### src/rtl/rd_req_arb_mux_if.sv
// rd_req_arb_mux_if
// Bundles the source-side and memory-side read request/response channels
// of rd_req_arb_mux into one interface.
//   src_rd_req_*  : per-source request valid/address/ready
//   src_rd_resp_* : per-source response valid/ready, broadcast data
//   dst_rd_req_*  : single memory read request port
//   dst_rd_resp_* : single memory read response port
// Modports:
//   master : the multiplexer itself
//   slave  : the surrounding sources and memory (environment view)
interface rd_req_arb_mux_if #(
  parameter int NUM_SRCS = 2,
  parameter int ADDR_W   = 8,
  parameter int DATA_W   = 64
);
  logic [NUM_SRCS-1:0]        src_rd_req_val;
  logic [NUM_SRCS*ADDR_W-1:0] src_rd_req_addr;
  logic [NUM_SRCS-1:0]        src_rd_req_rdy;
  logic [NUM_SRCS-1:0]        src_rd_resp_val;
  logic [DATA_W-1:0]          src_rd_resp_data;
  logic [NUM_SRCS-1:0]        src_rd_resp_rdy;
  logic                       dst_rd_req_val;
  logic [ADDR_W-1:0]          dst_rd_req_addr;
  logic                       dst_rd_req_rdy;
  logic                       dst_rd_resp_val;
  logic [DATA_W-1:0]          dst_rd_resp_data;
  logic                       dst_rd_resp_rdy;

  modport master (
    input  src_rd_req_val, src_rd_req_addr, src_rd_resp_rdy,
    input  dst_rd_req_rdy, dst_rd_resp_val, dst_rd_resp_data,
    output src_rd_req_rdy, src_rd_resp_val, src_rd_resp_data,
    output dst_rd_req_val, dst_rd_req_addr, dst_rd_resp_rdy
  );

  modport slave (
    output src_rd_req_val, src_rd_req_addr, src_rd_resp_rdy,
    output dst_rd_req_rdy, dst_rd_resp_val, dst_rd_resp_data,
    input  src_rd_req_rdy, src_rd_resp_val, src_rd_resp_data,
    input  dst_rd_req_val, dst_rd_req_addr, dst_rd_resp_rdy
  );
endinterface

### src/rtl/rd_req_arb_mux.sv
// rd_req_arb_mux
// N-source read-port multiplexer for a backpressured synchronous memory.
// One request per cycle is granted (fixed priority or round-robin) and
// forwarded to the memory with zero added latency. The granted source index
// is queued in a tag FIFO so each in-order memory response is routed back to
// the source that issued it.
// Ports:
//   clk, rst_n       : clock, asynchronous active-low reset
//   bus (master)     : source and memory request/response channels
//   outstanding_cnt  : number of reads currently in flight
//   resp_err         : sticky, set when a response arrives with nothing in flight
module rd_req_arb_mux #(
  parameter int NUM_SRCS        = 2,
  parameter int ADDR_W          = 8,
  parameter int DATA_W          = 64,
  parameter int MAX_OUTSTANDING = 4,
  parameter int ARB_MODE        = 0
) (
  input  logic                                 clk,
  input  logic                                 rst_n,
  rd_req_arb_mux_if.master                     bus,
  output logic [$clog2(MAX_OUTSTANDING+1)-1:0] outstanding_cnt,
  output logic                                 resp_err
);

  localparam int CNT_W = $clog2(MAX_OUTSTANDING+1);
  localparam int PTR_W = $clog2(MAX_OUTSTANDING);
  localparam int IDX_W = $clog2(NUM_SRCS);

  logic [IDX_W-1:0] tag_mem [MAX_OUTSTANDING];
  logic [PTR_W-1:0] wr_ptr;
  logic [PTR_W-1:0] rd_ptr;
  logic [IDX_W-1:0] rr_ptr;
  logic [IDX_W-1:0] gnt_idx;
  logic             gnt_any;
  logic [IDX_W-1:0] head;
  logic             tag_full;
  logic             tag_empty;
  logic             issue;
  logic             pop;

  // Source index base+k folded back into 0..NUM_SRCS-1.
  function automatic logic [IDX_W-1:0] wrap_idx(input int base, input int k);
    int s;
    s = base + k;
    if (s >= NUM_SRCS) s = s - NUM_SRCS;
    return IDX_W'(s);
  endfunction

  assign tag_full  = (outstanding_cnt == CNT_W'(MAX_OUTSTANDING));
  assign tag_empty = (outstanding_cnt == '0);
  assign head      = tag_mem[rd_ptr];

  // Loops run from the far end toward the winner so the highest-priority
  // candidate is the last one written.
  always_comb begin
    gnt_idx = '0;
    gnt_any = 1'b0;
    if (ARB_MODE == 0) begin
      for (int i = NUM_SRCS - 1; i >= 0; i--) begin
        if (bus.src_rd_req_val[i]) begin
          gnt_idx = IDX_W'(i);
          gnt_any = 1'b1;
        end
      end
    end else begin
      for (int k = NUM_SRCS - 1; k >= 0; k--) begin
        if (bus.src_rd_req_val[wrap_idx(int'(rr_ptr), k)]) begin
          gnt_idx = wrap_idx(int'(rr_ptr), k);
          gnt_any = 1'b1;
        end
      end
    end
  end

  assign bus.dst_rd_req_val  = gnt_any && !tag_full;
  assign bus.dst_rd_req_addr = gnt_any ? bus.src_rd_req_addr[gnt_idx*ADDR_W +: ADDR_W]
                                       : '0;
  assign bus.src_rd_req_rdy  = (gnt_any && bus.dst_rd_req_rdy && !tag_full)
                               ? (NUM_SRCS'(1) << gnt_idx) : '0;
  assign issue = bus.dst_rd_req_val && bus.dst_rd_req_rdy;

  // With nothing in flight the response is accepted and dropped, so the
  // memory port can never deadlock on a stray response.
  assign bus.src_rd_resp_val  = (bus.dst_rd_resp_val && !tag_empty)
                                ? (NUM_SRCS'(1) << head) : '0;
  assign bus.src_rd_resp_data = bus.dst_rd_resp_data;
  assign bus.dst_rd_resp_rdy  = tag_empty ? 1'b1 : bus.src_rd_resp_rdy[head];
  assign pop = bus.dst_rd_resp_val && bus.dst_rd_resp_rdy && !tag_empty;

  // Tag storage needs no reset: entries are only read between push and pop.
  always_ff @(posedge clk) begin
    if (issue) tag_mem[wr_ptr] <= gnt_idx;
  end

  always_ff @(posedge clk or negedge rst_n) begin
    if (!rst_n) begin
      wr_ptr          <= '0;
      rd_ptr          <= '0;
      rr_ptr          <= '0;
      outstanding_cnt <= '0;
      resp_err        <= 1'b0;
    end else begin
      if (issue) wr_ptr <= wr_ptr + PTR_W'(1);
      if (pop)   rd_ptr <= rd_ptr + PTR_W'(1);
      case ({issue, pop})
        2'b10:   outstanding_cnt <= outstanding_cnt + CNT_W'(1);
        2'b01:   outstanding_cnt <= outstanding_cnt - CNT_W'(1);
        default: outstanding_cnt <= outstanding_cnt;
      endcase
      if (bus.dst_rd_resp_val && tag_empty) resp_err <= 1'b1;
      if (ARB_MODE == 1 && issue) rr_ptr <= wrap_idx(int'(gnt_idx), 1);
    end
  end

endmodule

### src/flat_wrapper.sv
// flat-port wrapper written by rule: the top's interface ports become plain ports
module rd_req_arb_mux_flat 
#(
  parameter int NUM_SRCS        = 2,
  parameter int ADDR_W          = 8,
  parameter int DATA_W          = 64,
  parameter int MAX_OUTSTANDING = 4,
  parameter int ARB_MODE        = 0
)
  (clk, rst_n, outstanding_cnt, resp_err, bus_src_rd_req_val, bus_src_rd_req_addr, bus_src_rd_resp_rdy, bus_dst_rd_req_rdy, bus_dst_rd_resp_val, bus_dst_rd_resp_data, bus_src_rd_req_rdy, bus_src_rd_resp_val, bus_src_rd_resp_data, bus_dst_rd_req_val, bus_dst_rd_req_addr, bus_dst_rd_resp_rdy);
  rd_req_arb_mux_if #(.NUM_SRCS(NUM_SRCS), .ADDR_W(ADDR_W), .DATA_W(DATA_W)) bus_i ();
  input  logic clk;
  input  logic rst_n;
  output logic [$clog2(MAX_OUTSTANDING+1)-1:0] outstanding_cnt;
  output logic resp_err;
  input wire logic [$bits(bus_i.src_rd_req_val)-1:0] bus_src_rd_req_val;
  input wire logic [$bits(bus_i.src_rd_req_addr)-1:0] bus_src_rd_req_addr;
  input wire logic [$bits(bus_i.src_rd_resp_rdy)-1:0] bus_src_rd_resp_rdy;
  input wire logic [$bits(bus_i.dst_rd_req_rdy)-1:0] bus_dst_rd_req_rdy;
  input wire logic [$bits(bus_i.dst_rd_resp_val)-1:0] bus_dst_rd_resp_val;
  input wire logic [$bits(bus_i.dst_rd_resp_data)-1:0] bus_dst_rd_resp_data;
  output wire logic [$bits(bus_i.src_rd_req_rdy)-1:0] bus_src_rd_req_rdy;
  output wire logic [$bits(bus_i.src_rd_resp_val)-1:0] bus_src_rd_resp_val;
  output wire logic [$bits(bus_i.src_rd_resp_data)-1:0] bus_src_rd_resp_data;
  output wire logic [$bits(bus_i.dst_rd_req_val)-1:0] bus_dst_rd_req_val;
  output wire logic [$bits(bus_i.dst_rd_req_addr)-1:0] bus_dst_rd_req_addr;
  output wire logic [$bits(bus_i.dst_rd_resp_rdy)-1:0] bus_dst_rd_resp_rdy;
  assign bus_i.src_rd_req_val = bus_src_rd_req_val;
  assign bus_i.src_rd_req_addr = bus_src_rd_req_addr;
  assign bus_i.src_rd_resp_rdy = bus_src_rd_resp_rdy;
  assign bus_i.dst_rd_req_rdy = bus_dst_rd_req_rdy;
  assign bus_i.dst_rd_resp_val = bus_dst_rd_resp_val;
  assign bus_i.dst_rd_resp_data = bus_dst_rd_resp_data;
  assign bus_src_rd_req_rdy = bus_i.src_rd_req_rdy;
  assign bus_src_rd_resp_val = bus_i.src_rd_resp_val;
  assign bus_src_rd_resp_data = bus_i.src_rd_resp_data;
  assign bus_dst_rd_req_val = bus_i.dst_rd_req_val;
  assign bus_dst_rd_req_addr = bus_i.dst_rd_req_addr;
  assign bus_dst_rd_resp_rdy = bus_i.dst_rd_resp_rdy;
  rd_req_arb_mux #(.NUM_SRCS(NUM_SRCS), .ADDR_W(ADDR_W), .DATA_W(DATA_W), .MAX_OUTSTANDING(MAX_OUTSTANDING), .ARB_MODE(ARB_MODE)) u_core (.clk(clk), .rst_n(rst_n), .bus(bus_i), .outstanding_cnt(outstanding_cnt), .resp_err(resp_err));
endmodule
### config.mk
export PLATFORM = sky130hd
export DESIGN_NAME = rd_req_arb_mux_flat
export DESIGN_NICKNAME = d
export VERILOG_FILES = /design/src/rtl/rd_req_arb_mux_if.sv /design/src/rtl/rd_req_arb_mux.sv /design/src/flat_wrapper.sv
export SDC_FILE = /design/constraint.sdc
export NUM_CORES = 1
export LEC_CHECK = 0
export BUFFER_PORTS_ARGS = -buffer_cell sky130_fd_sc_hd__buf_4
export CORE_MARGIN = 2
export CORE_UTILIZATION = 31
export CTS_CLUSTER_DIAMETER = 40
export DETAILED_ROUTE_END_ITERATION = 16
export PLACE_DENSITY = 0.86
export SYNTH_ARGS = -nofsm -noshare
export SYNTH_HDL_FRONTEND = slang
export SYNTH_SLANG_ARGS = --single-unit
### constraint.sdc
create_clock -name clk -period 2.8 [get_ports clk]
set_input_delay 0.42 -clock clk [delete_from_list [all_inputs] [get_ports clk]]
set_output_delay 0.42 -clock clk [all_outputs]
set_load 0.03 [all_outputs]
==> summary.md <==
| Metric | Value |
|---|---|
| Period Utilization, post-route | 79.6% |
| Chip width | a little under 70 um |
| CP Launch Type | register |
| Rel. slew slack | between 70 and 80% |
| Power per cell area | 878 nW/um^2 |
| Filler cells | 405 |
| Synth warn | 0 |
| Die ar. | 4540 sq um |
| GRT Overall Usage | 9.09% |
| Synth Register Bits | 12 |
| Worst-path clk slew | 50 ps |
| Nets@finish | 212 |
| EDFF count, synth | 4 |
| Core box area | 3940 sq um |
| 1st-iter DRT viols | 3 |
| Async SR Flop Fraction | between 60% and 70% |
| Commonest non-fill, non-tap cell in the layout | buf_4 |
| Vias/cell | 4.34 |
| Initial antenna violation count | 0 |
| Min-Delay Path Class | in -> reg |
| TritonCTS sink count | 12 |
| Detailed-route wire length per cell | 12.5 um |
| Largest net degree at the start of global routing | 12 |
| FF/Latch Area | about 320 sq um |
| Crit. End Element | register |
| Crit path time final | 2230 ps |
| Top Ports | 170 |
| Routed vias | 725 |
| Placer Congestion | 0.702 |
| Register-to-Register Path Depth | 10 |
| Post-Syn Area | 1240 sq um |
| Chip height | around 67 um |
| Grt total ovfl | 0 |
| Final Hold Fails | 0 |
| Initial Utilization | 31.6% |
| Final ANT Viol Nets | 0 |
| DRT Wirelength | 2090 um |
| Number of cells on the worst hold path | 3 |
| Slew Viols, Final | 0 |
| Final setup viols | 0 |
| Number of H-tree levels | 1 |
| VDD IR max | 0.000295 V |
| Post-synthesis sequential area ratio | 25.7% |
| Clk_skew | between 4 and 5 ps |
| Post-CTS setup buffers | 0 |
| Max cap viols | 0 |
| Status | complete, no violations |
| Synth Instances | 136 |
| Num CTS Buffers | 3 |
| Max stage delay cell, worst path | dfrtp_1 |
| CP Depth | 10 |
| First-pass detailed-route iteration total | 3 |
| Root buf cell | clkbuf_8 |
| Ant diodes | 0 |
| Peak Freq | 449 MHz |
| Syn avg cell area | 9.15 sq um |
| Leak pwr | 0.581 nW |
| CTS tree | built |
| Footprint of the multi-input gates | 409 sq um |
| Clock Path Buffers | 2 |
| Most frequent cells in the layout | buf_4 (42), a22o_1 (8), dfrtp_1 (8) |
| First-pass GRT wire length | 2980 um |
| Largest delay contributor family on the critical path | multiplexers |
| PortBufs | 41 |
| Most used DFF post-synth | dfrtp_1 |
| Netlist cell types | 24 |
| Clk_lat worst skew | 250 ps |
| Row cnt | 23 |
| Setup WS pre-CTS | roughly 560 ps |
| Worst Path Arrival | 2400 ps |
| Slew @ Worst Pin | between 300 and 400 ps |
| Setup WS post-layout | 572 ps |
| Post-CTS resize count | 0 |
| Area growth syn-to-layout | -4.52% |
| Required @ worst endpoint | between 2000 and 3000 ps |
| Crit Path Max Fanout | 3 |
| Critical Path Max Stage Delay | 400 ps |
| Share of cells above drive strength 1 | 41.0% |
| Syn Nets | between 200 and 250 |
| Crit path buf inv count | 1 |
| Crit Path Class | reg -> reg |
| Vias in the first global route | around 660 |
| HPWL after detailed placement | ~1700 um |
| Most used cell, CP | mux2i_1 |
| DRC | 0 |
| Crit-path cells | mux2i_1, mux2i_1, mux2i_1, nor2_1, ha_1, inv_1, fa_1, xor2_1, nor2_1, xor2_1 |
| RSZ-0062 raised after global routing | false |
| Setup_tns | 0 ps |
metrics by stage:
stage | total power [mW] | util, % | instances | hold WS, ps | instance area (sq um)
floorplan | 0.859 | - | 136 | 124 | 1240
global placement | 0.868 | 28.8 | 162 | 245 | 1130
detailed placement | 0.884 | 28.8 | 162 | 247 | 1130
CTS | 1.06 | 30.1 | 167 | 436 | 1190
global route | 1.12 | 30.1 | 167 | 457 | 1190
finish | 1.04 | 30.1 | 167 | 438 | 1190
registers in the layout, summed over array words and instances (netlist names):
signal and flops:
u_core.outstanding_cnt 3, u_core.rd_ptr 2, u_core.resp_err 1, u_core.tag_mem 4, u_core.wr_ptr 2
Yosys cell counts, types with 3 or more instances:
master | number | share of area (%)
ha_1 | 5 | 5.0
mux2i_1 | 7 | 5.6
inv_1 | 7 | 2.1
and2_1 | 5 | 2.5
buf_4 | 64 | 39
dfrtp_1 | 8 | 16
o21ai_0 | 3 | 1.2
a22o_1 | 8 | 5.6
xor2_1 | 3 | 2.1
nor2_1 | 6 | 1.8
edfxtp_1 | 4 | 9.6
layer usage:
metal | routed length (um) | global-route usage (%) | up-vias
li1 | - | - | 342
met2 | 988 | 11.9 | 37
met4 | 64 | 9.18 | 0
met3 | 257 | 5.00 | 9
met1 | 784 | 10.0 | 337
met5 | 0 | 0 | -
power by group:
group / switching (mW) / leakage (nW) / internal (mW)
registers: 0.0652 / 0.129 / 0.253
clock network: 0.0691 / 0.0228 / 0.101
logic: 0.315 / 0.429 / 0.241
worst register-to-register path: stages (launching register included):
cell     delay [ps]
dfrtp_1         400
mux2i_1         290
mux2i_1         160
mux2i_1         160
nor2_1          110
ha_1            190
inv_1            60
fa_1            380
xor2_1          150
nor2_1          120
xor2_1          150
worst paths after layout:
check / start / endpoint / slack (ps)
min in group asynchronous: rst_n / u_core.wr_ptr[0] / 530
min reg2reg: u_core.resp_err / u_core.resp_err / 480
max reg2reg: u_core.rd_ptr[1] / u_core.outstanding_cnt[2] / 570
max: u_core.rd_ptr[1] / u_core.outstanding_cnt[2] / 570
max in group asynchronous: rst_n / u_core.resp_err / 2140
min: bus_dst_rd_resp_val / u_core.resp_err / 440
kinds of logic (layout without fill, tap and decap cells):
group	count (synthesis)	in the layout	synth area share (%)
AND/OR/NAND/NOR	18	18	7.94
buffers and inverters	73	54	41.4
multiplexers	7	7	5.63
XOR/XNOR	5	5	3.52
flip-flops	12	12	25.7
adder cells (fa/ha/maj)	6	6	6.63
AO/OA/AOI/OAI	15	15	9.15
final cells by class:
cell class / instances / area share, %
tap: 50 / 5.26
inverter: 7 / 2.21
clock buffer: 4 / 3.79
sequential: 12 / 26.9
multi-input combinational: 51 / 34.4
timing repair buffer: 43 / 27.4
what timing repair did:
action / 4_1_cts / 5_1_grt
endpoints found under the setup margin: 0 / 0
hold buffers: 1 / 0
hold endpoints to repair: 8 / 0
No activity file was read; power rests on OpenSTA's default activity.
